===== config.mk =====
export PLATFORM = sky130hd
export DESIGN_NAME = mult_div_unit
export DESIGN_NICKNAME = d
export VERILOG_FILES = /design/src/rtl/mult_div_unit_pkg.sv /design/src/rtl/mdu_div_step.sv /design/src/rtl/mult_div_unit.sv
export SDC_FILE = /design/constraint.sdc
export NUM_CORES = 1
export LEC_CHECK = 0
export ABC_AREA = 0
export CAP_MARGIN = 15
export CORE_MARGIN = 2
export CORE_UTILIZATION = 66
export DETAILED_ROUTE_END_ITERATION = 8
export DONT_BUFFER_PORTS = 1
export PLACE_DENSITY_LB_ADDON = 0.3
export SETUP_SLACK_MARGIN = 0.4
export SYNTH_ARGS = -nofsm -noshare
export SYNTH_HDL_FRONTEND = slang
export SYNTH_HIERARCHICAL = 1
export SYNTH_SLANG_ARGS = --single-unit

===== constraint.sdc =====
create_clock -name clk -period 7.1 [get_ports clk]
set_clock_uncertainty 0.1 [all_clocks]
set_input_delay 1.42 -clock clk [delete_from_list [all_inputs] [get_ports clk]]
set_output_delay 1.42 -clock clk [all_outputs]
set_load 0.1 [all_outputs]

===== src/rtl/mult_div_unit_pkg.sv =====
// rtl/mult_div_unit_pkg.sv - op and FSM state encodings shared by the multiply/divide unit and the control unit
package mult_div_unit_pkg;

    localparam logic MDU_OP_MULT = 1'b0;
    localparam logic MDU_OP_DIV  = 1'b1;

    typedef enum logic [1:0] {
        S_IDLE = 2'd0,
        S_MULT = 2'd1,
        S_DIV  = 2'd2,
        S_FIN  = 2'd3
    } mdu_state_e;

endpackage


===== src/rtl/mdu_div_step.sv =====
// rtl/mdu_div_step.sv - one combinational restoring-division step on unsigned magnitudes
module mdu_div_step #(
    parameter int WIDTH = 32
) (
    input  logic [WIDTH-1:0] rem_i,
    input  logic [WIDTH-1:0] divisor_i,
    input  logic             bit_i,
    output logic [WIDTH:0]   rem_o,
    output logic             q_o
);

    logic [WIDTH:0]   trial;
    logic [WIDTH+1:0] diff;

    always_comb begin
        trial = {rem_i, bit_i};
        diff  = {1'b0, trial} - {2'b00, divisor_i};
        // No borrow out of the subtraction means the divisor fits: keep the difference.
        q_o   = ~diff[WIDTH+1];
        rem_o = q_o ? diff[WIDTH:0] : trial;
    end

endmodule


===== src/rtl/mult_div_unit.sv =====
// rtl/mult_div_unit.sv - iterative signed multiply/divide unit feeding the HI/LO register pair
module mult_div_unit
    import mult_div_unit_pkg::*;
#(
    parameter int WIDTH = 32
) (
    input  logic             clk,
    input  logic             reset,
    input  logic             start,
    input  logic             op,
    input  logic [WIDTH-1:0] a,
    input  logic [WIDTH-1:0] b,
    output logic             busy,
    output logic             done,
    output logic             div_zero,
    output logic [WIDTH-1:0] hi,
    output logic [WIDTH-1:0] lo
);

    localparam int CW = $clog2(WIDTH + 1);

    mdu_state_e       state_q, state_d;
    logic [CW-1:0]    cnt_q, cnt_d;
    logic [WIDTH:0]   acc_q, acc_d;
    logic [WIDTH-1:0] sh_q, sh_d;
    logic [WIDTH-1:0] mag_q, mag_d;
    logic [WIDTH-1:0] hi_q, hi_d;
    logic [WIDTH-1:0] lo_q, lo_d;
    logic             neg_q, neg_d;
    logic             rneg_q, rneg_d;
    logic             dz_q, dz_d;

    logic             a_neg, b_neg;
    logic [WIDTH-1:0] a_mag, b_mag;
    logic [WIDTH:0]   msum;
    logic [2*WIDTH-1:0] prod_u, prod_s;
    logic [WIDTH:0]   dstep_rem;
    logic             dstep_q;
    logic [WIDTH-1:0] quot_u, rem_u;
    logic             last;

    mdu_div_step #(.WIDTH(WIDTH)) u_div_step (
        .rem_i     (acc_q[WIDTH-1:0]),
        .divisor_i (mag_q),
        .bit_i     (sh_q[WIDTH-1]),
        .rem_o     (dstep_rem),
        .q_o       (dstep_q)
    );

    always_comb begin
        a_neg  = a[WIDTH-1];
        b_neg  = b[WIDTH-1];
        a_mag  = a_neg ? -a : a;
        b_mag  = b_neg ? -b : b;
        // Shift-add: acc holds the upper partial product, sh shifts the multiplier out and product bits in.
        msum   = acc_q + (sh_q[0] ? {1'b0, mag_q} : '0);
        prod_u = {msum, sh_q[WIDTH-1:1]};
        prod_s = neg_q ? -prod_u : prod_u;
        quot_u = {sh_q[WIDTH-2:0], dstep_q};
        rem_u  = dstep_rem[WIDTH-1:0];
        last   = (cnt_q == '0);

        state_d = state_q;
        cnt_d   = cnt_q;
        acc_d   = acc_q;
        sh_d    = sh_q;
        mag_d   = mag_q;
        hi_d    = hi_q;
        lo_d    = lo_q;
        neg_d   = neg_q;
        rneg_d  = rneg_q;
        dz_d    = 1'b0;

        unique case (state_q)
            S_IDLE: begin
                if (start) begin
                    if (op == MDU_OP_DIV && b == '0) begin
                        state_d = S_FIN;
                        dz_d    = 1'b1;
                    end else begin
                        state_d = (op == MDU_OP_DIV) ? S_DIV : S_MULT;
                        cnt_d   = CW'(WIDTH - 1);
                        acc_d   = '0;
                        sh_d    = a_mag;
                        mag_d   = b_mag;
                        neg_d   = a_neg ^ b_neg;
                        rneg_d  = a_neg;
                    end
                end
            end
            S_MULT: begin
                acc_d = {1'b0, msum[WIDTH:1]};
                sh_d  = {msum[0], sh_q[WIDTH-1:1]};
                if (last) begin
                    state_d = S_FIN;
                    hi_d    = prod_s[2*WIDTH-1:WIDTH];
                    lo_d    = prod_s[WIDTH-1:0];
                end else begin
                    cnt_d = cnt_q - CW'(1);
                end
            end
            S_DIV: begin
                acc_d = dstep_rem;
                sh_d  = quot_u;
                if (last) begin
                    state_d = S_FIN;
                    hi_d    = rneg_q ? -rem_u : rem_u;
                    lo_d    = neg_q ? -quot_u : quot_u;
                end else begin
                    cnt_d = cnt_q - CW'(1);
                end
            end
            S_FIN: begin
                state_d = S_IDLE;
            end
            default: begin
                state_d = S_IDLE;
            end
        endcase
    end

    always_ff @(posedge clk) begin
        if (reset) begin
            state_q <= S_IDLE;
            cnt_q   <= '0;
            acc_q   <= '0;
            sh_q    <= '0;
            mag_q   <= '0;
            hi_q    <= '0;
            lo_q    <= '0;
            neg_q   <= 1'b0;
            rneg_q  <= 1'b0;
            dz_q    <= 1'b0;
        end else begin
            state_q <= state_d;
            cnt_q   <= cnt_d;
            acc_q   <= acc_d;
            sh_q    <= sh_d;
            mag_q   <= mag_d;
            hi_q    <= hi_d;
            lo_q    <= lo_d;
            neg_q   <= neg_d;
            rneg_q  <= rneg_d;
            dz_q    <= dz_d;
        end
    end

    assign busy     = (state_q == S_MULT) || (state_q == S_DIV);
    assign done     = (state_q == S_FIN);
    assign div_zero = dz_q;
    assign hi       = hi_q;
    assign lo       = lo_q;

endmodule


==> summary.md, run 1 <==
| Metric | Value |
|---|---|
| Status | `complete, no violations` |
| Reg2reg end | `hi[28]$_SDFFE_PP0P_` |
| Startpoint Class | `flip-flop` |
| Cell taking the most area after synthesis | `dfxtp_1` |
| R2R Setup Slk | `1.00 ns` |
| Initial antenna violation count | `0` |
| Die Wd | `about 160 um` |
| Synth Instances | `2,227` |
| Diode count | `0` |
| Post-Syn Nets | `~2,400` |
| Clk sinks | `172` |
| Post-layout util | `slightly below 70%` |
| Iteration-0 DRC Markers | `2,275` |
| Routed length per instance | `21.3 um` |
| First-pass GRT wire length | `between 80,000 and 90,000 um` |
| Layout cells sized above 1 | `4.74%` |
| Detailed-route wire length | `between 50,000 and 60,000 um` |
| Die area | `roughly 26,000 sq um` |
| GRT Resource Usage Total | `38.6%` |
| Setup Buffers After CTS | `0` |
| Setup WS pre-CTS | `1.14 ns` |
| MaxCap Viol Count | `0` |
| Core Rows | `57` |
| Post-Route Setup TNS | `0 ns` |
| CTS buffer count | `17` |
| Port Buffers | `0` |
| Yosys cell types | `88` |
| Area grow syn2layout | `2.47%` |
| Remaining antenna violation count after routing | `0` |
| Number of synthesized flops with an enable pin | `0` |
| CTS tree | `built` |
| Leakage power | `0.00610 uW` |
| P per Cell Area | `385 nW/um^2` |
| WHS Path Cells | `2` |
| Fin crit share | `85.9%` |
| Placed Instances | `2,381` |
| Max-slew headroom | `25.4%` |
| Dominant synthesized flop cell | `dfxtp_1` |
| Largest net degree at the start of global routing | `173` |
| Worst slew pin tran | `1.12 ns` |
| Critical path endpoint category | `flip-flop` |
| Drt drc | `0` |
| RSZ-0062 raised after global routing | `no` |
| CTS root buf | `clkbuf_16` |
| Core box area | `roughly 24,000 sq um` |
| Comb power frac | `51.7%` |
| Syn. warnings | `6` |
| CTS Hold Bufs | `0` |
| Final HPWL DP | `around 38,000 um` |
| R2R depth | `18` |
| Clock Latency Late Sink | `0.45 ns` |
| Hold Vio Cnt, Final | `0` |
| Async SR Flop Fraction | `0%` |
| Setup CP Type | `flip-flop to flip-flop` |
| Setup Viol. Count Final | `0` |
| Maximum clock path buffer count | `2` |
| Seq pwr share | `32.2%` |
| Part of the power in the clock network | `16.1%` |
| Switching Share | `53.9%` |
| Max Clk Rate | `164 MHz` |
| Internal power | `2920 uW` |
| Vias per inst | `between 6 and 7` |
| Max-slew violation count | `0` |
| Switch Pwr | `3420 uW` |
| Grt ovf | `0` |
| Starting density of the core | `66.7%` |
| Vias in the first global route | `14,800` |
| Tmin final | `a little over 6 ns` |
| H-tree depth | `4` |
| Top post-synthesis cells by area | `dfxtp_1, a21oi_1, nand2_1` |
| Worst VDD drop | `roughly 0.00083 V` |
| Worst-path clk slew | `0.08 ns` |
| Syn Area/Cell | `between 7 and 8 sq um` |
| I/O pin cnt | `135` |
| Gpl congestion | `1.01` |
| Post-synthesis sequential area ratio | `about 21%` |
| Min-delay src | `mag_q[26]$_SDFFE_PP0P_` |
| Post_cts resized | `0` |
| Die Height | `160 um` |
| Synthesized area | `16,100 sq um` |
| Final worst slack | `1.00 ns` |
| Via Count | `16,700` |
| Worst hold-check path type | `flip-flop to flip-flop` |
| FF-to-FF Start | `acc_q[5]$_SDFFE_PP0P_` |
| DRT Pass-1 Iters | `8` |
| Layout net count | `2,222` |
| Worst hold slack | `0.380 ns` |
| Synth top area share | `21.4%` |
| Final non-filler cell total | `2,413` |
| Hold Path End | `mag_q[26]$_SDFFE_PP0P_` |
| Worst EP required | `~7.4 ns` |
| Crit-path max FO | `58` |
| Synth Register Bits | `172` |
| Worst EP arrival | `approximately 6.4 ns` |
cell usage in the layout, fill, tap and decap left out, drive strengths merged, types with 10 or more instances in the layout:
cell and count:
o21ai 154, inv 78, nor2 131, a21oi 222, o21a 10, xor2 95
ha 76, or3 21, nand2 291, or2 16, nor4 24, a221o 29
a211oi 67, buf 14, a21o 27, nand4 17, a22o 27, nand2b 11
o211ai 71, o31ai 37, or4 31, clkbuf 19, xnor2 122, and2 46
o21bai 10, a21boi 11, and3 19, o41ai 24, dfxtp 172, nand3 64
nor3 47
critical path: stages, from the launching register on:
cell      delay [ns]
dfxtp_1         0.36
ha_1            0.40
a211oi_1        0.36
o21bai_1        0.13
a32oi_1         0.29
a21boi_1        0.18
o21bai_2        0.18
a31o_4          0.59
o21ai_0         0.37
or4_1           0.61
or3_1           0.34
or2_2           0.32
or4_1           0.56
or3_1           0.43
o31ai_1         0.25
xor2_1          0.11
a21oi_1         0.16
o21ai_0         0.10
a21oi_1         0.15
worst max-delay path by stage:
stage | cells after the start | from | slack (ns) | to
after CTS | 19 | mag_q[6]$_SDFFE_PP0P_ | 1.12 | hi[28]$_SDFFE_PP0P_
after global routing | 18 | acc_q[5]$_SDFFE_PP0P_ | 0.64 | hi[28]$_SDFFE_PP0P_
after floorplan | 23 | mag_q[10]$_SDFFE_PP0P_ | 1.91 | hi[28]$_SDFFE_PP0P_
final | 18 | acc_q[5]$_SDFFE_PP0P_ | 1.00 | hi[28]$_SDFFE_PP0P_
after detailed placement | 19 | mag_q[6]$_SDFFE_PP0P_ | 1.14 | hi[28]$_SDFFE_PP0P_
after global placement | 19 | mag_q[10]$_SDFFE_PP0P_ | 1.27 | hi[28]$_SDFFE_PP0P_
metrics by stage:
step	area, sq um	total power, uW
finish	16500	6350
global route	16500	6680
CTS	16500	6210
detailed placement	15900	5190
global placement	15900	5120
floorplan	16100	4480
cell usage after synthesis, types with 37 or more instances:
cell and instances:
clkbuf_1 151, ha_1 76, nand3_1 63, xor2_1 95, inv_1 72, nand2_1 290, o31ai_1 37, and2_1 44
dfxtp_1 172, a21oi_1 222, nor2_1 131, o211ai_1 70, o21ai_0 137, nor3_1 47, xnor2_1 122, a211oi_1 66
kinds of logic (layout without fill, tap and decap cells):
| logic type | Yosys count | after routing | synth area share [%] |
|---|---|---|---|
| flip-flops | 172 | 172 | 21.4 |
| AND/OR/NAND/NOR | 742 | 742 | 22.2 |
| buffers and inverters | 257 | 119 | 6.69 |
| AO/OA/AOI/OAI | 749 | 749 | 30.8 |
| multiplexers | 12 | 12 | 0.934 |
| adder cells (fa/ha/maj) | 78 | 78 | 6.16 |
| XOR/XNOR | 217 | 217 | 11.8 |
routing by layer:
| metal | share of wire [%] | global-route usage, % | up-vias | wire (um) |
|---|---|---|---|---|
| met3 | 13 | 8.18 | 91 | 6850 |
| met2 | 41 | 55.0 | 1053 | 20900 |
| met1 | 44 | 58.8 | 7755 | 22600 |
| met5 | 0 | 0 | - | 0 |
| met4 | 2.0 | 9.58 | 0 | 1030 |
| li1 | - | - | 7793 | - |
power groups by stage:
stage	Clock [uW]	Sequential (uW)	Combinational (uW)
global route	1050	2050	3580
detailed placement	0	2020	3160
CTS	1020	2000	3190
floorplan	0	1710	2770
global placement	0	2010	3110
finish	1020	2040	3280
layout make-up:
class	instances	area, sq um
well taps	324	405
flip-flops and latches	172	3440
repair buffers	14	105
clock buffers	19	443
multi-input cells	1798	11600
inverters	73	274
fillers	2116	7630
clock inverters	13	175
registers in the layout (all words and copies together) (netlist names):
signal and cells:
acc_q 33, hi 32, lo 32, mag_q 32
sh_q 32, cnt_q 6, state_q 2, div_zero 1
neg_q 1, rneg_q 1
Power figures use the tool's default switching activity.
==> run 2, diff against run 1 <==
--- a/config.mk
+++ b/config.mk
@@ -5,10 +5,10 @@
 export SDC_FILE = /design/constraint.sdc
 export NUM_CORES = 1
 export LEC_CHECK = 0
-export ABC_AREA = 0
 export CAP_MARGIN = 15
 export CORE_MARGIN = 2
-export CORE_UTILIZATION = 66
+export CORE_UTILIZATION = 67
+export CTS_BUF_LIST = sky130_fd_sc_hd__clkbuf_2 sky130_fd_sc_hd__clkbuf_4 sky130_fd_sc_hd__clkbuf_8
 export DETAILED_ROUTE_END_ITERATION = 8
 export DONT_BUFFER_PORTS = 1
 export PLACE_DENSITY_LB_ADDON = 0.3
==> run 2 against run 1 <==
Against the previous run:
- final cell count fell by 0.25%
- sequential power barely moved
- first-iteration DRC count rose by 13%
- global-route usage rose by 0.73 points
- die area fell by 1.5%
- fmax fell by 3.2%
- non-clock buffer count fell by 1
- largest power group unchanged
- count of clock-buffer cells in the layout fell by 2
- critical endpoint unchanged
- largest cell class unchanged
- wire length rose by 0.32%
- highest routed layer unchanged
==> summary.md, run 2 (same netlist as run 1, synthesis figures left out) <==
| Metric | Value |
|---|---|
| Layout cells sized above 1 | `4.74% (about the same)` |
| Clk sinks | `172 (unchanged)` |
| Worst-path clk slew | `0.11 ns (+0.03 ns)` |
| Remaining antenna violation count after routing | `0 (unchanged)` |
| Leakage power | `0.00601 uW (-1.5%)` |
| Vias in the first global route | `14,700 (-1.0%)` |
| Startpoint Class | `flip-flop` |
| Crit path buffers/inverters | `1 (+1)` |
| Die area | `25,300 sq um (-1.5%)` |
| Gpl congestion | `0.987 (-2.3%)` |
| Max FFs per register | `33 (unchanged)` |
| Crit-path max cell delay | `0.62 ns (about the same)` |
| Reg2reg end | `hi[28]$_SDFFE_PP0P_` |
| Worst setup path startpoint | `mag_q[6]$_SDFFE_PP0P_` |
| Crit-path max FO | `58 (unchanged)` |
| Worst path slowest cell | `a31o_4` |
| CTS buffer count | `17 (unchanged)` |
| Max-slew headroom | `28.0% (+2.5 points)` |
| P per Cell Area | `374 nW/um^2 (-2.8%)` |
| Setup CP Type | `flip-flop to flip-flop` |
| DRT Pass-1 Iters | `6 (-2)` |
| Worst slew pin tran | `1.08 ns (-0.0380 ns)` |
| Worst VDD drop | `0.000861 V (+3.2%)` |
| GRT Resource Usage Total | `39.3% (+0.73 points)` |
| Starting density of the core | `68.3% (+1.6 points)` |
| FF-to-FF Start | `mag_q[6]$_SDFFE_PP0P_` |
| Worst EP arrival | `6.61 ns (+0.24 ns)` |
| Setup Buffers After CTS | `0 (unchanged)` |
| Setup Viol. Count Final | `0 (unchanged)` |
| Biggest register | `acc_q` |
| First-pass GRT wire length | `80,900 um (+0.72%)` |
| Most frequent cells in the layout | `nand2_1, a21oi_1, dfxtp_1` |
| CP Depth | `19 (+1)` |
| Leading cell type in the layout, fill and taps excluded | `nand2_1` |
| Post-layout util | `69.1% (+0.76 points)` |
| Max Clk Rate | `159 MHz (-3.2%)` |
| Core Rows | `56 (-1.8%)` |
| Grt ovf | `0 (unchanged)` |
| Iteration-0 DRC Markers | `2,567 (+13%)` |
| Die Height | `159 um (-0.73%)` |
| Detailed-route wire length | `51,500 um (+0.32%)` |
| Worst hold slack | `0.397 ns (+0.0172 ns)` |
| Max-slew violation count | `0 (unchanged)` |
| RSZ-0062 raised after global routing | `no` |
| Crit path to | `hi[28]$_SDFFE_PP0P_` |
| Worst EP required | `7.41 ns (+0.03 ns)` |
| R2R Setup Slk | `0.80 ns (-0.20 ns)` |
| CTS tree | `built` |
| Post_cts resized | `0 (unchanged)` |
| H-tree depth | `4 (unchanged)` |
| MaxCap Viol Count | `0 (unchanged)` |
| Core box area | `23,500 sq um (-2.3%)` |
| Final instance area | `16,300 sq um (-1.2%)` |
| Maximum clock path buffer count | `2 (unchanged)` |
| CP delay by family, top | `compound AO/OA/AOI/OAI gates` |
| Largest net degree at the start of global routing | `173 (unchanged)` |
| Clock Latency Late Sink | `0.50 ns (+0.05 ns)` |
| Via Count | `16,600 (-0.28%)` |
| Post-Route Setup TNS | `0 ns (unchanged)` |
| Fin crit share | `88.7% (+2.8 points)` |
| Layout net count | `2,221 (-0.045%)` |
| Die Wd | `159 um (-0.73%)` |
| Status | `complete, no violations` |
| Layout fillers | `2,079 (-1.7%)` |
| CTS Hold Bufs | `0 (unchanged)` |
| Initial antenna violation count | `0 (unchanged)` |
| Routed length per instance | `21.4 um (+0.57%)` |
| Port Buffers | `0 (unchanged)` |
| Vias per inst | `6.92 (about the same)` |
| Cell Area, Placed | `15,800 sq um (about the same)` |
| Hold Vio Cnt, Final | `0 (unchanged)` |
| R2R depth | `19 (+1)` |
| Drt drc | `0 (unchanged)` |
| Area grow syn2layout | `1.19%` |
| Critical path endpoint category | `flip-flop` |
| Worst hold-check path type | `flip-flop to flip-flop` |
| Critical path, cell by cell | `inv_1, ha_1, a211oi_1, o21bai_1, a32oi_1, a21boi_1, o21bai_2, a31o_4, o21ai_0, or4_1, or3_1, or2_2, or4_1, or3_1, o31ai_1, xor2_1, a21oi_1, o21ai_0, a21oi_1` |
| Final HPWL DP | `38,400 um (+1.7%)` |
| CTS root buf | `clkbuf_8` |
| I/O pin cnt | `135 (unchanged)` |
| Diode count | `0 (unchanged)` |
| Tmin final | `6.30 ns (+0.200 ns)` |
==> run 2: worst min-delay path by stage <==
stage	cells past startpoint	from	to	slack, ns
final	2	mag_q[26]$_SDFFE_PP0P_	mag_q[26]$_SDFFE_PP0P_	0.40
after detailed placement	2	mag_q[26]$_SDFFE_PP0P_	mag_q[26]$_SDFFE_PP0P_	0.37
after CTS	2	mag_q[26]$_SDFFE_PP0P_	mag_q[26]$_SDFFE_PP0P_	0.39
after global placement	2	acc_q[32]$_SDFFE_PP0P_	acc_q[32]$_SDFFE_PP0P_	0.35
after floorplan	2	mag_q[26]$_SDFFE_PP0P_	mag_q[26]$_SDFFE_PP0P_	0.34
after global routing	2	acc_q[32]$_SDFFE_PP0P_	acc_q[32]$_SDFFE_PP0P_	0.41
==> run 2: routing by layer <==
| metal | wire (um) | vias to the layer above | track usage, % |
|---|---|---|---|
| met1 | 22900 | 7704 | 60.8 |
| li1 | - | 7769 | - |
| met3 | 7340 | 60 | 9.43 |
| met5 | 0 | - | 0 |
| met2 | 20600 | 1112 | 55.5 |
| met4 | 673 | 0 | 7.23 |
==> run 2: worst min-delay path, cell delays in order (launching register included) <==
cell     delay (ns)
dfxtp_1        0.35
nand2_1        0.07
a21oi_1        0.05
==> run 2: power breakdown <==
part / switching [uW] / internal, uW / leakage (uW)
combinational: 2110 / 1190 / 0.00440
clock: 469 / 304 / 0.000208
sequential: 837 / 1180 / 0.00140
==> run 2: stage by stage <==
| step | instances | total power [uW] | worst slack (ns) |
|---|---|---|---|
| 2_1_floorplan | 2227 | 4480 | 1.91 |
| 3_3_place_gp | 2375 | 5130 | 1.18 |
| 3_5_place_dp | 2375 | 5210 | 0.980 |
| 4_1_cts | 2407 | 5960 | 0.947 |
| 5_1_grt | 2407 | 6450 | 0.492 |
| 6_report | 2407 | 6090 | 0.804 |
==> run 2: area by class of cell <==
type | instances | area [sq um] | area share [%]
repair buffers | 13 | 97.6 | 0.600
flip-flops and latches | 172 | 3440 | 21.2
clock inverters | 15 | 193 | 1.18
well taps | 319 | 399 | 2.45
multi-input cells | 1798 | 11600 | 71.5
clock buffers | 17 | 234 | 1.44
inverters | 73 | 274 | 1.68
==> run 3, diff against run 2 <==
--- a/config.mk
+++ b/config.mk
@@ -7,7 +7,7 @@
 export LEC_CHECK = 0
 export CAP_MARGIN = 15
 export CORE_MARGIN = 2
-export CORE_UTILIZATION = 67
+export CORE_UTILIZATION = 50
 export CTS_BUF_LIST = sky130_fd_sc_hd__clkbuf_2 sky130_fd_sc_hd__clkbuf_4 sky130_fd_sc_hd__clkbuf_8
 export DETAILED_ROUTE_END_ITERATION = 8
 export DONT_BUFFER_PORTS = 1
==> run 3 against run 2 <==
Against the previous run:
- count of clock-buffer cells in the layout stayed put
- non-clock buffer count increased by 2
- total power down 0.99%
- setup slack improved by 0.0023 ns
- via count shrank 1.5%
- global-route usage down 8.6 points
- worst hold slack worse by 0.016 ns
- utilization shrank 17 points
- final cell count grew 3.5%
- register-to-register slack hardly changed
- critical path type unchanged
- critical endpoint unchanged
==> summary.md, run 3 (same netlist as run 1, synthesis figures left out) <==
| Metric | Value |
|---|---|
| Worst-path clk slew | `0.12 ns (about the same)` |
| Leakage power | `0.00602 uW (+0.10%)` |
| Final HPWL DP | `39,100 um (+1.8%)` |
| Leading cell type in the layout, fill and taps excluded | `nand2_1` |
| Worst EP required | `7.44 ns (+0.03 ns)` |
| GRT Resource Usage Total | `30.7% (-8.6 points)` |
| Setup Buffers After CTS | `0 (unchanged)` |
| RSZ-0062 raised after global routing | `no` |
| Crit-path max FO | `58 (unchanged)` |
| Final non-filler cell total | `2,492 (+3.5%)` |
| CTS Hold Bufs | `0 (unchanged)` |
| Layout net count | `2,223 (+0.090%)` |
| Clock Latency Late Sink | `0.52 ns (+0.02 ns)` |
| Tmin final | `6.29 ns (-0.00227 ns)` |
| Maximum clock path buffer count | `2 (unchanged)` |
| Max-slew headroom | `25.9% (-2.0 points)` |
| Remaining antenna violation count after routing | `0 (unchanged)` |
| FF-to-FF Start | `acc_q[5]$_SDFFE_PP0P_` |
| DRT Pass-1 Iters | `8 (+2)` |
| Max-slew violation count | `0 (unchanged)` |
| H-tree depth | `4 (unchanged)` |
| Drt drc | `0 (unchanged)` |
| Port Buffers | `0 (unchanged)` |
| Initial antenna violation count | `0 (unchanged)` |
| Detailed-route wire length | `52,500 um (+1.9%)` |
| Worst hold-check path type | `flip-flop to flip-flop` |
| Iteration-0 DRC Markers | `1,985 (-23%)` |
| Core Rows | `65 (+16%)` |
| Die Height | `183 um (+15%)` |
| Min-delay src | `acc_q[32]$_SDFFE_PP0P_` |
| Clk sinks | `172 (unchanged)` |
| Most frequent cells in the layout | `nand2_1, a21oi_1, dfxtp_1` |
| Gpl congestion | `0.974 (-1.2%)` |
| Startpoint Class | `flip-flop` |
| Met3 global-route usage | `6.77% (-2.7 points)` |
| Routing usage on met1 | `46.9% (-14 points)` |
| Biggest register | `acc_q` |
| Comb power frac | `54.3% (about the same)` |
| Starting density of the core | `50.8% (-17 points)` |
| Part of the power in the clock network | `12.0% (-0.7 points)` |
| Routed length per instance | `21.1 um (-1.6%)` |
| Setup Viol. Count Final | `0 (unchanged)` |
| CTS buffer count | `17 (unchanged)` |
| Core box area | `31,600 sq um (+34%)` |
| P per Cell Area | `369 nW/um^2 (-1.5%)` |
| Grt ovf | `0 (unchanged)` |
| Via Count | `16,400 (-1.5%)` |
| CTS tree | `built` |
| Worst VDD drop | `0.00104 V (+20%)` |
| Placed Instances | `2,460 (+3.6%)` |
| Max FFs per register | `33 (unchanged)` |
| Die Wd | `183 um (+15%)` |
| Vias in the first global route | `14,600 (-0.50%)` |
| Worst slew pin tran | `1.11 ns (+0.0301 ns)` |
| Largest net degree at the start of global routing | `173 (unchanged)` |
| I/O pin cnt | `135 (unchanged)` |
| Die area | `33,600 sq um (+33%)` |
| GRT busiest layer | `met1` |
| Seq pwr share | `33.8% (+0.7 points)` |
| Internal power | `2640 uW (-1.4%)` |
| Post_cts resized | `0 (unchanged)` |
| Worst setup path startpoint | `acc_q[5]$_SDFFE_PP0P_` |
| Critical path endpoint category | `flip-flop` |
| MaxCap Viol Count | `0 (unchanged)` |
| Diode count | `0 (unchanged)` |
| Fin crit share | `88.6% (about the same)` |
| First-pass GRT wire length | `82,500 um (+2.0%)` |
| Status | `complete, no violations` |
| Area grow syn2layout | `1.74%` |
| Switching Share | `56.2% (+0.16 points)` |
| Hold Vio Cnt, Final | `0 (unchanged)` |
| Vias per inst | `6.58 (-4.9%)` |
| Met2 GRT Util | `43.8% (-12 points)` |
| Setup CP Type | `flip-flop to flip-flop` |
| Worst EP arrival | `6.63 ns (+0.02 ns)` |
| Switch Pwr | `3390 uW (-0.71%)` |
| Layout fillers | `3,122 (+50%)` |
| Max Clk Rate | `159 MHz (about the same)` |
| Post-Route Setup TNS | `0 ns (unchanged)` |
| Layout cells sized above 1 | `4.83% (+0.091 points)` |
| CTS root buf | `clkbuf_8` |
| Worst hold slack | `0.381 ns (-0.0162 ns)` |
## run 3: changes by cell type in the layout (fill, tap and decap cells not counted), sizes merged
| cell | delta |
|---|---|
| buf | +2 |
| bufinv | -1 |
| clkinv | +2 |
| clkinvlp | -2 |
| inv | +1 |
## run 3: worst max-delay path, stage by stage (launching register included)
cell	delay, ns
dfxtp_1	0.38
ha_1	0.40
a211oi_1	0.37
o21bai_1	0.14
a32oi_1	0.31
a21boi_1	0.18
o21bai_2	0.20
a31o_4	0.59
o21ai_0	0.41
or4_1	0.62
or3_1	0.34
or2_2	0.32
or4_1	0.57
or3_1	0.45
o31ai_1	0.28
xor2_1	0.11
a21oi_1	0.16
o21ai_0	0.10
a21oi_1	0.16
## run 3: final cells by class
type / count / area (sq um) / area share [%]
clock buffer: 17 / 234 / 1.43
clock inverter: 15 / 163 / 0.994
inverter: 73 / 274 / 1.67
multi-input combinational: 1798 / 11600 / 71.1
sequential: 172 / 3440 / 21.1
tap: 402 / 503 / 3.07
timing repair buffer: 15 / 113 / 0.688
## run 3: per-stage QoR
stage / utilization, % / instance area, sq um / worst slack, ns / power, uW
global route: 51.7 / 16400 / 0.523 / 6420
finish: 51.7 / 16400 / 0.806 / 6030
floorplan: - / 16100 / 1.91 / 4480
detailed placement: 50.5 / 16000 / 0.979 / 5230
global placement: 50.5 / 16000 / 1.11 / 5190
CTS: 51.7 / 16400 / 0.928 / 5960
## run 3: path summary, 6_finish.rpt
| check | depth (start not counted) | slack (ns) | endpoint |
|---|---|---|---|
| hold / removal | 2 | 0.38 | acc_q[32]$_SDFFE_PP0P_ |
| setup reg to reg | 18 | 0.81 | hi[28]$_SDFFE_PP0P_ |
| hold reg to reg | 2 | 0.38 | acc_q[32]$_SDFFE_PP0P_ |
| setup / recovery | 18 | 0.81 | hi[28]$_SDFFE_PP0P_ |
## run 3: power groups by stage
stage	Combinational, uW	Sequential (uW)	Clock [uW]
floorplan	2770	1710	0
global placement	3170	2020	0
detailed placement	3200	2040	0
CTS	3210	2010	740
global route	3580	2060	769
finish	3270	2040	722
## run 3: layer usage
metal  vias up  wire length (um)  share of wire [%]
met5         -                 0                  0
li1       7788                 -                  -
met4         0               671                1.3
met2       803             21200                 40
met1      7747             24700                 47
met3        54              5870                 11
